$ cat src/rtl/mips_div_pkg.sv
// Shared types and constants for the iterative HI/LO divider.
package mips_div_pkg;

    typedef enum logic [1:0] {
        IDLE = 2'd0,
        RUN  = 2'd1,
        FIX  = 2'd2,
        DONE = 2'd3
    } div_state_t;

    localparam int DIV_STEPS   = 32;
    localparam int DIV_LATENCY = 34;

endpackage

$ cat src/rtl/mips_div_if.sv
// Execute-stage to divider bundle: request operands in, HI/LO result out.
interface mips_div_if #(
    parameter int WIDTH = 32
);
    logic             start;
    logic             is_signed;
    logic [WIDTH-1:0] dividend;
    logic [WIDTH-1:0] divisor;
    logic             busy;
    logic             done;
    logic [WIDTH-1:0] hi;
    logic [WIDTH-1:0] lo;

    modport master (
        output start, is_signed, dividend, divisor,
        input  busy, done, hi, lo
    );

    modport slave (
        input  start, is_signed, dividend, divisor,
        output busy, done, hi, lo
    );
endinterface

$ cat src/rtl/mips_div_step.sv
// One combinational restoring-division iteration on {rem, quo}.
module mips_div_step #(
    parameter int WIDTH = 32
) (
    input  logic [WIDTH-1:0] i_rem,
    input  logic [WIDTH-1:0] i_quo,
    input  logic [WIDTH-1:0] i_dmag,
    output logic [WIDTH-1:0] o_rem,
    output logic [WIDTH-1:0] o_quo
);
    logic [WIDTH:0]   w_sh;
    logic [WIDTH-1:0] w_diff;
    logic             w_ok;

    // rem < dmag holds on entry, so a successful trial always fits in WIDTH bits
    assign w_sh   = {i_rem, i_quo[WIDTH-1]};
    assign w_ok   = (w_sh >= {1'b0, i_dmag});
    assign w_diff = w_sh[WIDTH-1:0] - i_dmag;
    assign o_rem  = w_ok ? w_diff : w_sh[WIDTH-1:0];
    assign o_quo  = {i_quo[WIDTH-2:0], w_ok};
endmodule

$ cat src/rtl/mips_div_unit.sv
// Fixed-latency iterative DIV/DIVU unit producing LO (quotient) and HI (remainder).
module mips_div_unit
    import mips_div_pkg::*;
#(
    parameter int WIDTH = 32
) (
    input  logic      clk,
    input  logic      reset,
    input  logic      clk_enable,
    mips_div_if.slave bus
);
    localparam int CW = $clog2(WIDTH);

    div_state_t       r_state;
    div_state_t       w_next;
    logic [CW-1:0]    r_cnt;
    logic             r_signed;
    logic             r_neg_dvd;
    logic             r_neg_dvs;
    logic [WIDTH-1:0] r_rem;
    logic [WIDTH-1:0] r_quo;
    logic [WIDTH-1:0] r_dmag;
    logic [WIDTH-1:0] r_hi;
    logic [WIDTH-1:0] r_lo;

    logic             w_dvd_neg;
    logic             w_dvs_neg;
    logic [WIDTH-1:0] w_dvd_mag;
    logic [WIDTH-1:0] w_dvs_mag;
    logic [WIDTH-1:0] w_step_rem;
    logic [WIDTH-1:0] w_step_quo;
    logic [WIDTH-1:0] w_quo_fix;
    logic [WIDTH-1:0] w_rem_fix;
    logic             w_last;

    assign w_dvd_neg = bus.is_signed & bus.dividend[WIDTH-1];
    assign w_dvs_neg = bus.is_signed & bus.divisor[WIDTH-1];
    assign w_dvd_mag = w_dvd_neg ? -bus.dividend : bus.dividend;
    assign w_dvs_mag = w_dvs_neg ? -bus.divisor : bus.divisor;
    assign w_last    = (r_cnt == CW'(WIDTH - 1));

    mips_div_step #(.WIDTH(WIDTH)) u_step (
        .i_rem  (r_rem),
        .i_quo  (r_quo),
        .i_dmag (r_dmag),
        .o_rem  (w_step_rem),
        .o_quo  (w_step_quo)
    );

    // Zero divisor leaves the dividend magnitude in rem, so the sign fix restores it
    assign w_quo_fix = (r_dmag == '0) ? '1 :
                       (r_signed && (r_neg_dvd ^ r_neg_dvs)) ? -r_quo : r_quo;
    assign w_rem_fix = (r_signed && r_neg_dvd) ? -r_rem : r_rem;

    always_comb begin
        w_next = r_state;
        unique case (r_state)
            IDLE: if (bus.start) w_next = RUN;
            RUN:  if (w_last) w_next = FIX;
            FIX:  w_next = DONE;
            DONE: w_next = IDLE;
            default: w_next = IDLE;
        endcase
    end

    always_ff @(posedge clk) begin
        if (reset) begin
            r_state <= IDLE;
        end else if (clk_enable) begin
            r_state <= w_next;
        end
    end

    always_ff @(posedge clk) begin
        if (reset) begin
            r_cnt     <= '0;
            r_signed  <= 1'b0;
            r_neg_dvd <= 1'b0;
            r_neg_dvs <= 1'b0;
            r_rem     <= '0;
            r_quo     <= '0;
            r_dmag    <= '0;
            r_hi      <= '0;
            r_lo      <= '0;
        end else if (clk_enable) begin
            unique case (r_state)
                IDLE: begin
                    if (bus.start) begin
                        r_cnt     <= '0;
                        r_signed  <= bus.is_signed;
                        r_neg_dvd <= w_dvd_neg;
                        r_neg_dvs <= w_dvs_neg;
                        r_rem     <= '0;
                        r_quo     <= w_dvd_mag;
                        r_dmag    <= w_dvs_mag;
                    end
                end
                RUN: begin
                    r_rem <= w_step_rem;
                    r_quo <= w_step_quo;
                    r_cnt <= r_cnt + 1'b1;
                end
                FIX: begin
                    r_hi <= w_rem_fix;
                    r_lo <= w_quo_fix;
                end
                default: ;
            endcase
        end
    end

    assign bus.busy = (r_state != IDLE);
    assign bus.done = (r_state == DONE);
    assign bus.hi   = r_hi;
    assign bus.lo   = r_lo;
endmodule

$ cat src/flat_wrapper.sv
// flat-port wrapper written by rule: the top's interface ports become plain ports
module mips_div_unit_flat import mips_div_pkg::*;
#(
    parameter int WIDTH = 32
)
  (clk, reset, clk_enable, bus_start, bus_is_signed, bus_dividend, bus_divisor, bus_busy, bus_done, bus_hi, bus_lo);
  mips_div_if #(.WIDTH(WIDTH)) bus_i ();
  input  logic clk;
  input  logic reset;
  input  logic clk_enable;
  input wire logic [$bits(bus_i.start)-1:0] bus_start;
  input wire logic [$bits(bus_i.is_signed)-1:0] bus_is_signed;
  input wire logic [$bits(bus_i.dividend)-1:0] bus_dividend;
  input wire logic [$bits(bus_i.divisor)-1:0] bus_divisor;
  output wire logic [$bits(bus_i.busy)-1:0] bus_busy;
  output wire logic [$bits(bus_i.done)-1:0] bus_done;
  output wire logic [$bits(bus_i.hi)-1:0] bus_hi;
  output wire logic [$bits(bus_i.lo)-1:0] bus_lo;
  assign bus_i.start = bus_start;
  assign bus_i.is_signed = bus_is_signed;
  assign bus_i.dividend = bus_dividend;
  assign bus_i.divisor = bus_divisor;
  assign bus_busy = bus_i.busy;
  assign bus_done = bus_i.done;
  assign bus_hi = bus_i.hi;
  assign bus_lo = bus_i.lo;
  mips_div_unit #(.WIDTH(WIDTH)) u_core (.clk(clk), .reset(reset), .clk_enable(clk_enable), .bus(bus_i));
endmodule
$ cat config.mk
export PLATFORM = sky130hd
export DESIGN_NAME = mips_div_unit_flat
export DESIGN_NICKNAME = d
export VERILOG_FILES = /design/src/rtl/mips_div_pkg.sv /design/src/rtl/mips_div_if.sv /design/src/rtl/mips_div_step.sv /design/src/rtl/mips_div_unit.sv /design/src/flat_wrapper.sv
export SDC_FILE = /design/constraint.sdc
export NUM_CORES = 1
export LEC_CHECK = 0
export CORE_ASPECT_RATIO = 1.2
export CORE_UTILIZATION = 32
export CTS_CLUSTER_DIAMETER = 120
export DETAILED_ROUTE_END_ITERATION = 8
export PLACE_DENSITY = 0.61
export SYNTH_ARGS = -nofsm -noshare
export SYNTH_HDL_FRONTEND = slang
export SYNTH_SLANG_ARGS = --single-unit
$ cat constraint.sdc
create_clock -name clk -period 3.3 [get_ports clk]
set_input_delay 0.66 -clock clk [delete_from_list [all_inputs] [get_ports clk]]
set_output_delay 0.66 -clock clk [all_outputs]
set_load 0.03 [all_outputs]
Yosys cells after proc, flatten, opt, wreduce, memory -nomap -nowiden
Index checks and enable logic that the tools add are counted.
{"block": "totals", "ff_bits": 170, "word_cells": 51, "out_inout_bits": 66, "rom_bits": 0, "ram_bits": 0, "memories": 0, "latchBits": 0, "inputBits": 69}
{"block": "op_classes", "mux": 15, "n_shift": 0, "div_mod_pow": 0, "n_reduce_logical": 10, "n_mul": 0, "n_lt_le_gt_ge": 1, "n_addsub": 6, "eq_ne": 6, "bitwise": 3}
{"operator": "32-bit 2-to-1 mux", "n": 8}
{"operator": "32-bit negator", "n": 4}
{"operator": "32-bit case mux with 2 select lines", "n": 2}
{"operator": "33-bit by 32-bit greater-or-equal comparator with 1-bit output", "n": 1}
{"operator": "32-bit logical NOT", "n": 1}
{"operator": "32-bit subtractor", "n": 1}
{"operator": "5-bit case mux with 2 select lines", "n": 1}
{"operator": "3-bit AND reduction", "n": 3}
{"operator": "2-bit case mux with 4 select lines", "n": 1}
{"operator": "5-bit by 1-bit adder with 5-bit output, second input constant", "n": 1}
{"operator": "5-bit == test, second input constant", "n": 1}
{"operator": "5-bit 2-to-1 mux", "n": 1}
{"operator": "2-bit == test, second input constant", "n": 2}
{"operator": "2-bit 2-to-1 mux", "n": 2}
{"operator": "2-bit nonzero test", "n": 2}
{"operator": "1-bit AND", "n": 2}
{"operator": "2-bit by 1-bit == test with 1-bit output, second input constant", "n": 1}
{"operator": "1-bit logical AND", "n": 2}
{"operator": "2-bit logical NOT", "n": 1}
{"operator": "2-bit by 1-bit inequality test with 1-bit output, second input constant", "n": 1}
{"operator": "2-bit inequality test, second input constant", "n": 1}
{"operator": "2-bit AND reduction", "n": 1}
{"operator": "1-bit XOR", "n": 1}

Depth between registers and ports, before layout
Gate-level depths: netlist (run 1).
{"block": "logic_depth", "ltp_word": 4, "depth_mapped": 12, "depth_no_buf": 12}

Cells and area by module
From an unflattened synthesis (run 1), not the netlist that was laid out.
{"block": "hier_totals", "hier_cells": 1530, "area_unflattened_um2": 11738.8}
{"module": "mips_div_unit", "instances": 1, "cells_each": 1148, "area_each_um2": 9198.8}
{"module": "mips_div_step", "instances": 1, "cells_each": 382, "area_each_um2": 2539.9}

Worst setup path after synthesis (run 1)
Ideal clock, no wire load.
{"block": "synth_timing", "path_type": "register to register", "startpoint": "register u_core.r_dmag[20]", "endpoint": "register u_core.r_rem[21]", "setup_slack_ns": 0.541, "path_buffers": 2, "stages_incl_launch_ff": 13, "t_arrival_ns": 2.637, "required_ns": 3.178, "cell_sequence": "dfxtp_1 -> inv_1 -> ha_1 -> buf_2 -> a21o_1 -> a21o_1 -> o41a_1 -> nand2b_1 -> a211oi_2 -> a21o_1 -> buf_2 -> nor2_2 -> a221o_1"}
{"block": "synth_between", "elab_chain_len": 3, "elab_cells_between_ends": 4}
{"element": "start, declared", "line": "mips_div_unit.sv:22", "source": "logic [WIDTH-1:0] r_dmag;"}
{"element": "start signal, assigned", "line": "mips_div_unit.sv:95", "source": "r_dmag <= w_dvs_mag;"}
{"element": "32-bit subtractor / 33-bit by 32-bit greater-or-equal comparator with 1-bit output (equally long branches)", "line": "mips_div_step.sv:18, mips_div_step.sv:17"}
{"element": "32-bit 2-to-1 mux *", "line": "mips_div_step.sv:19", "source": "assign o_rem = w_ok ? w_diff : w_sh[WIDTH-1:0];"}
{"element": "32-bit case mux with 2 select lines *", "line": "mips_div_unit.sv:86", "source": "unique case (r_state)"}
{"element": "end signal, assigned", "line": "mips_div_unit.sv:99", "source": "r_rem <= w_step_rem;"}
{"element": "end, declared", "line": "mips_div_unit.sv:20", "source": "logic [WIDTH-1:0] r_rem;"}
Every way passes the cells marked *; elsewhere a longest branch is shown, timed or not.
A chain may end at the register's enable or synchronous reset.

Final worst setup path (run 1)
{"block": "layout_timing", "startpoint": "register u_core.r_dmag[20]", "endpoint": "register u_core.r_rem[25]"}
The elaborated chain is that of the path after synthesis.

==> results of run 1 <==
## cell families after synthesis
kind of cell	Yosys count	synth area share (%)
AO/OA/AOI/OAI	404	24.5
XOR/XNOR	138	11.1
adder cells (fa/ha/maj)	43	5.02
buffers and inverters	136	4.81
flip-flops	170	31.3
multiplexers	23	2.12
AND/OR/NAND/NOR	488	21.1
## layer usage
| layer | global-route usage [%] | share of wire (%) | up-vias |
|---|---|---|---|
| met2 | 35.4 | 51 | 212 |
| met3 | 2.61 | 3.6 | 56 |
| met1 | 23.7 | 43 | 4959 |
| met5 | 0 | 0 | - |
| li1 | - | - | 5382 |
| met4 | 8.01 | 3.0 | 0 |
## placed cells by master (no fill, tap or decap), types with 18 or more instances in the layout
cell	Yosys	layout
dfxtp_1	170	170
nor2_1	155	154
nand2_1	153	153
clkdlybuf4s50_1	0	133
a21oi_1	90	90
a211oi_1	87	87
xor2_1	82	82
buf_4	1	82
o21ai_0	58	58
inv_1	56	56
xnor2_1	56	56
ha_1	42	42
o21ai_1	41	41
nand3_1	36	36
a31oi_1	27	27
nor4_1	23	23
nor3_1	23	23
mux2i_1	23	23
a21o_1	18	18
## layout make-up
cell class              instances  area share [%]
multi-input cells            1096            50.7
flip-flops and latches        170            24.8
repair buffers                218            14.6
well taps                     450            4.11
clock buffers                  21            3.43
inverters                      57            1.56
clock inverters                11           0.758
## worst paths after layout
| check | startpoint | endpoint |
|---|---|---|
| worst max-delay path | u_core.r_dmag[20]$_SDFFE_PP0P_ | u_core.r_rem[25]$_SDFFE_PP0P_ |
| worst min-delay path | u_core.bus.hi[29]$_SDFFE_PP0P_ | u_core.bus.hi[29]$_SDFFE_PP0P_ |
| worst max register to register | u_core.r_dmag[20]$_SDFFE_PP0P_ | u_core.r_rem[25]$_SDFFE_PP0P_ |
| worst min register to register | u_core.bus.hi[29]$_SDFFE_PP0P_ | u_core.bus.hi[29]$_SDFFE_PP0P_ |
## where the power goes
part	switching [uW]	internal [uW]	total [uW]	leakage (uW)
clock network	958	1050	2010	0.000276
logic	796	575	1370	0.00341
registers	103	2150	2250	0.00138
total	1860	3770	5630	0.00506
## registers in the layout, indices dropped and copies added, names as in the netlist
signal / flops
u_core.r_state: 2
u_core.r_neg_dvd: 1
u_core.r_signed: 1
u_core.bus.lo: 32
u_core.r_quo: 32
u_core.r_dmag: 32
u_core.r_cnt: 5
u_core.r_neg_dvs: 1
u_core.r_rem: 32
u_core.bus.hi: 32
## worst max-delay path, delay by kind of cell (launching register included)
family / cells / cell delay [ns]
AOI/OAI and AO/OA: 6 / 1.49
and+or+nand+nor: 2 / 0.61
adders and majority gates: 1 / 0.43
DFF: 1 / 0.38
buffers and inverters: 1 / 0.07
## stage by stage
step	util (%)	worst slack, ns	instances	hold slack (ns)
2_1_floorplan	-	0.541	1402	0.445
6_report	41.2	0.275	2023	0.458
4_1_cts	41.2	0.286	2023	0.460
3_3_place_gp	39.5	0.0683	1991	0.443
3_5_place_dp	39.5	0.0683	1991	0.448
5_1_grt	41.2	0.0780	2023	0.474
==> results.yml, run 1 <==
synthesis:
  async_flop_share_pct: 0
  syn_area_per_cell_um2: 7.75
  synth_cells: 1402
  yosys.area.top_type_share_pct: 31.3
  synth_fp_nets: 1514
  ys_ff_latch: 170
  synth_common_cells: "dfxtp_1 (170), nor2_1 (155), nand2_1 (153), a21oi_1 (90), a211oi_1 (87)"
  yosys_warnings: 0
  yosys.area.top_type: "dfxtp_1"
  synth_edf_count: 0
  yosysSeqAreaShare_pct: 31.3
  synth_area_leaders: "dfxtp_1 (31%), xor2_1 (6.6%), a211oi_1 (6.0%), nor2_1 (5.4%), nand2_1 (5.3%)"
  synth_cell_types: 73
  yosysMostFrequentCell: "dfxtp_1"
  synthesis.area_um2: 10900
  synthFlopType: "dfxtp_1"
critical_path:
  arrival_ns: 3.41
  path_common_cell: "a21o_1"
  cp-start-kind: "flip-flop"
  critPathCaptureType: "flip-flop"
  crit_required_ns: 3.68
  cpPeakStageDelay_ns: 0.43
  critPathKind: "reg -> reg"
  path_cells: "inv_1, ha_1, a21o_1, a21o_1, o41a_1, nand2b_1, a211oi_2, a21oi_2, nor2_1, a221o_1"
  rrSetupSlack_ns: 0.27
  cpMaxStageDelayCell: "ha_1"
  r2r_cells: 10
  critPathMaxFanout: 9
floorplanning:
  die_w_um: 170
  ios: 135
  die_h_um: 204
  rows: 73
  dieArea_um2: 34700
  initial_utilization_pct: 32.7
  core_area_um2: 33200
hold_path:
  min_path_type: "reg -> reg"
  hold_path_depth: 2
clock_network:
  cts.sinks: 170
  postCtsSetupBuffers: 0
  hold_buffers: 0
  cts_tree: "yes"
  path_clk_slew_ns: 0.07
  htree_levels: 4
  clockBufferDepth: 2
  cts_resized: 0
  clk_latency_ns: 0.45
  ctsRootBufferMaster: "clkbuf_16"
  cts_buffers: 17
timing:
  clock_skew_ns: 0.0186
  fin_crit_sh_pct: 91.7
  max_clock_freq_mhz: 331
  tightest_slew_ns: 1.16
  tns_ns: 0
  slew_viol_final: 0
  rsz0062_at_grt: "no"
  max-slew-margin-rel_pct: 22.6
  min_period_ns: 3.03
  hold_violations: 0
  finalSetupViolations: 0
finish:
  register_area_um2: 3400
  antennaDiodeCount: 0
  drive_gt1_share_pct: 8.96
  n_fill_cell: 3470
  area_delta_synth_final_pct: 26.1
  fin_area_um2: 13700
  nNetsFinal: 1672
  multi_input_area_um2: 6940
global_routing:
  grt_pass1_vias: 10300
  grt_overflow: 0
  grt_usage_pct: 19.8
  grt_pass1_wl_um: 54400
  antenna_found_initial: 0
  grt_max_degree: 94
placement:
  place_hpwl_um: 26400
  routabilityCongestion: 0.920
  numPortBuffers: 134
  postPlaceCellArea_um2: 13100
routing:
  drtIter0Drc: 619
  viasPerCell: 5.24
  drc: 0
  dr.pass1.iters: 5
  drt-total-wl_um: 33800
  wl_per_cell_um: 16.7
  antenna_left: 0
  vias: 10600
power:
  p_per_area_nw_per_um2: 411
  finalPower_uw: 5630
  peakVddDrop_uv: 290
  total_leakage_power_uw: 0.00506
run_status:
  outcome: "complete, no violations"
job:
  cap_violations: 0
(Power assumes the default switching activity.)
==> run 2, diff against run 1 <==
Settings changed: CORE_MARGIN set to 4, CTS_BUF_LIST set to sky130_fd_sc_hd__clkbuf_4 sky130_fd_sc_hd__clkbuf_8.
==> results.yml, run 2 (synthesis gave the netlist of run 1 again) <==
timing:
  min_period_ns: 3.01
  max-slew-margin-rel_pct: 39.7
  fin_crit_sh_pct: 91.1
  tightest_slew_ns: 0.901
  max_clock_freq_mhz: 333
  rsz0062_at_grt: "no"
  slew_viol_final: 0
  clock_skew_ns: 0.0215
  tns_ns: 0
  finalSetupViolations: 0
  hold_violations: 0
floorplanning:
  ios: 135
  core_area_um2: 33300
  die_h_um: 210
  initial_utilization_pct: 32.6
  dieArea_um2: 37000
  rows: 73
  die_w_um: 176
routing:
  wl_per_cell_um: 16.7
  vias: 10600
  dr.pass1.iters: 5
  drc: 0
  antenna_left: 0
  viasPerCell: 5.24
  drtIter0Drc: 566
  drt-total-wl_um: 33800
critical_path:
  path_cells: "inv_1, ha_1, a21o_1, a31oi_1, a21oi_1, o311ai_1, a21oi_1, a221oi_1, xnor2_1, a221o_1"
  crit_required_ns: 3.68
  cpMaxStageDelayCell: "o311ai_1"
  cp-start-kind: "flip-flop"
  arrival_ns: 3.38
  crit_family: "compound AO/OA/AOI/OAI gates"
  critPathCaptureType: "flip-flop"
  rrSetupSlack_ns: 0.29
  critPathMaxFanout: 6
  critPathKind: "reg -> reg"
  cpPeakStageDelay_ns: 0.40
  cp_num_buf_inv: 1
  path_common_cell: "a21oi_1"
clock_network:
  path_clk_slew_ns: 0.10
  clockBufferDepth: 2
  cts.sinks: 170
  cts_resized: 0
  hold_buffers: 0
  clk_latency_ns: 0.49
  postCtsSetupBuffers: 0
  htree_levels: 4
  cts_buffers: 17
  cts_tree: "yes"
  ctsRootBufferMaster: "clkbuf_8"
global_routing:
  antenna_found_initial: 1
  grt_pass1_vias: 10300
  grt_overflow: 0
  grt_pass1_wl_um: 54300
  grt_usage_pct: 18.0
  grt_max_degree: 66
placement:
  postPlaceCellArea_um2: 13100
  routabilityCongestion: 0.923
  place_hpwl_um: 26800
  numPortBuffers: 134
hold_path:
  min_path_type: "reg -> reg"
power:
  finalPower_uw: 5010
  total_leakage_power_uw: 0.00496
  p_per_area_nw_per_um2: 372
  peakVddDrop_uv: 199
finish:
  layout_commonest_cell: "dfxtp_1"
  layout_common_cells: "dfxtp_1 (170), nor2_1 (154), nand2_1 (153)"
  drive_gt1_share_pct: 9.03
  nNetsFinal: 1673
  fin_area_um2: 13500
  area_delta_synth_final_pct: 23.9
job:
  cap_violations: 0
run_status:
  outcome: "complete, no violations"
[run 2: cell types whose count changed in the layout (fill, tap and decap cells not counted), sizes merged]
cell,previous run,this run
diode,0,1
buf,85,86
clkbuf,21,20
clkinvlp,2,3
clkinv,4,3
[run 2: layer usage]
metal | track usage, % | wire length, um | vias up | share of wire, %
met3 | 2.72 | 1320 | 44 | 3.9
met5 | 0 | 0 | - | 0
met2 | 33.2 | 17600 | 238 | 52
met1 | 21.3 | 14100 | 4955 | 42
met4 | 5.57 | 735 | 0 | 2.2
li1 | - | - | 5372 | -
[run 2: area by class of cell]
| cell class | instances | area [um2] |
|---|---|---|
| fill | 3445 | 19900 |
| multi-input combinational | 1096 | 6940 |
| sequential | 170 | 3400 |
| timing repair buffer | 219 | 1990 |
| tap | 450 | 563 |
| clock buffer | 20 | 263 |
| inverter | 57 | 214 |
| clock inverter | 11 | 87.6 |
| antenna | 1 | 2.50 |
[run 2: where the power goes]
group	switching [uW]	total [uW]	internal (uW)	leakage, uW
clock network	826	1390	565	0.000175
registers	101	2250	2150	0.00138
logic	797	1370	570	0.00340
[run 2: stage by stage]
step / util (%) / cells / setup slack (ns) / hold slack, ns
finish: 40.4 / 2024 / 0.294 / 0.456
global route: 40.4 / 2024 / 0.0640 / 0.484
CTS: 40.4 / 2023 / 0.312 / 0.459
detailed placement: 39.3 / 1992 / 0.0204 / 0.447
global placement: 39.3 / 1992 / 0.0112 / 0.440
floorplan: - / 1402 / 0.541 / 0.445
[run 2: final timing paths]
path                                                      from                              to  cells after the start
worst max-delay path             u_core.r_dmag[4]$_SDFFE_PP0P_   u_core.r_rem[31]$_SDFFE_PP0P_                     10
worst min-delay path            u_core.bus.hi[21]$_SDFFE_PP0P_  u_core.bus.hi[21]$_SDFFE_PP0P_                      2
worst max register to register   u_core.r_dmag[4]$_SDFFE_PP0P_   u_core.r_rem[31]$_SDFFE_PP0P_                     10
worst min register to register  u_core.bus.hi[21]$_SDFFE_PP0P_  u_core.bus.hi[21]$_SDFFE_PP0P_                      2
[run 2: worst min-delay path: stages (launching register included)]
cell     delay [ns]
dfxtp_1        0.32
nand2_1        0.05
a21oi_1        0.05
==> run 3, diff against run 2 <==
Settings changed: CORE_UTILIZATION 32 to 40, PLACE_DENSITY 0.61 to 0.71.
==> results.yml, run 3 (synthesis gave the netlist of run 1 again) <==
clock_network:
  cts_buffers: 17
  cts_tree: "yes"
  clockBufferDepth: 2
  clk_latency_ns: 0.48
  postCtsSetupBuffers: 0
  ctsRootBufferMaster: "clkbuf_8"
  htree_levels: 4
  cts.sinks: 170
  cts_resized: 0
  path_clk_slew_ns: 0.10
  hold_buffers: 0
hold_path:
  hp-start: "u_core.bus.hi[25]$_SDFFE_PP0P_"
  min_path_type: "reg -> reg"
critical_path:
  arrival_ns: 3.55
  critPathKind: "reg -> reg"
  cp-startpoint: "u_core.r_dmag[18]$_SDFFE_PP0P_"
  path_cells: "inv_1, ha_1, a21oi_1, nor3b_1, o41a_1, nand2b_1, a211oi_2, a21oi_2, nor2_1, a221o_1"
  cp_num_buf_inv: 1
  critPathCaptureType: "flip-flop"
  rrSetupSlack_ns: 0.17
  worstReg2RegStart: "u_core.r_dmag[18]$_SDFFE_PP0P_"
  crit_required_ns: 3.72
  critPathMaxFanout: 7
  crit_family: "compound AO/OA/AOI/OAI gates"
  cpMaxStageDelayCell: "nor2_1"
  cp-start-kind: "flip-flop"
  cpPeakStageDelay_ns: 0.52
finish:
  antennaDiodeCount: 0
  layout_common_cells: "dfxtp_1 (170), nor2_1 (154), nand2_1 (153)"
  register_area_um2: 3400
  nNetsFinal: 1655
  fin_area_um2: 13300
  n_fill_cell: 2605
  final_util_pct: 50.1
  drive_gt1_share_pct: 8.10
  area_delta_synth_final_pct: 22.2
  multi_input_area_um2: 6950
  layout_commonest_cell: "dfxtp_1"
routing:
  antenna_left: 0
  vias: 10700
  drtIter0Drc: 652
  viasPerCell: 5.64
  dr.pass1.iters: 5
  drt-total-wl_um: 32700
  wl_per_cell_um: 17.3
  drc: 0
placement:
  numPortBuffers: 134
  place_hpwl_um: 25300
  dp_slack_ns: 0.0523
  routabilityCongestion: 0.953
  postPlaceCellArea_um2: 12900
timing:
  worst_slack_ns: 0.169
  clock_skew_ns: 0.0235
  rsz0062_at_grt: "no"
  hold_violations: 0
  fin_crit_sh_pct: 94.9
  finalSetupViolations: 0
  holdWs_ns: 0.452
  min_period_ns: 3.13
  max-slew-margin-rel_pct: 49.5
  tns_ns: 0
  tightest_slew_ns: 0.758
  slew_viol_final: 0
  max_clock_freq_mhz: 319
global_routing:
  grt_max_degree: 63
  antenna_found_initial: 0
  grt_pass1_vias: 10200
  grt_usage_pct: 21.4
  grt_overflow: 0
  grt_pass1_wl_um: 52200
floorplanning:
  die_w_um: 158
  core_area_um2: 26500
  rows: 65
  ios: 135
  dieArea_um2: 29900
  initial_utilization_pct: 41.0
  die_h_um: 189
job:
  cap_violations: 0
power:
  total_leakage_power_uw: 0.00490
  peakVddDrop_uv: 240
  p_per_area_nw_per_um2: 386
run_status:
  outcome: "complete, no violations"
-- run 3: cell type report --
type / instances / area share [%]
repair buffers: 201 / 14.2
well taps: 335 / 3.16
flip-flops and latches: 170 / 25.6
clock buffers: 18 / 1.82
multi-input cells: 1096 / 52.4
inverters: 57 / 1.61
clock inverters: 13 / 1.18
-- run 3: worst min-delay path, stage by stage (launching register included) --
cell     delay, ns
dfxtp_1       0.32
nand2_1       0.05
a21oi_1       0.05
-- run 3: path summary, 6_finish.rpt --
check,to,cells past startpoint
setup / recovery,u_core.r_rem[25]$_SDFFE_PP0P_,10
hold / removal,u_core.bus.hi[25]$_SDFFE_PP0P_,2
setup reg to reg,u_core.r_rem[25]$_SDFFE_PP0P_,10
hold reg to reg,u_core.bus.hi[25]$_SDFFE_PP0P_,2
-- run 3: metal layers --
layer  global-route usage (%)  wire, um  vias to the layer above
li1                         -         -                     5336
met1                     25.1     13400                     4986
met2                     39.4     17400                      280
met3                     3.01      1190                       59
met4                     7.42       752                        0
met5                        0         0                        -
-- run 3: where the power goes --
| part | total (uW) | leakage (uW) | internal [uW] | switching, uW |
|---|---|---|---|---|
| logic | 1350 | 0.00332 | 554 | 791 |
| registers | 2250 | 0.00138 | 2150 | 99.2 |
| clock network | 1540 | 0.000203 | 701 | 838 |
-- run 3: per-stage QoR --
| step | cells | total power [uW] |
|---|---|---|
| 2_1_floorplan | 1402 | 3160 |
| 3_3_place_gp | 1859 | 3600 |
| 3_5_place_dp | 1859 | 3620 |
| 4_1_cts | 1890 | 5150 |
| 5_1_grt | 1890 | 5400 |
| 6_report | 1890 | 5130 |
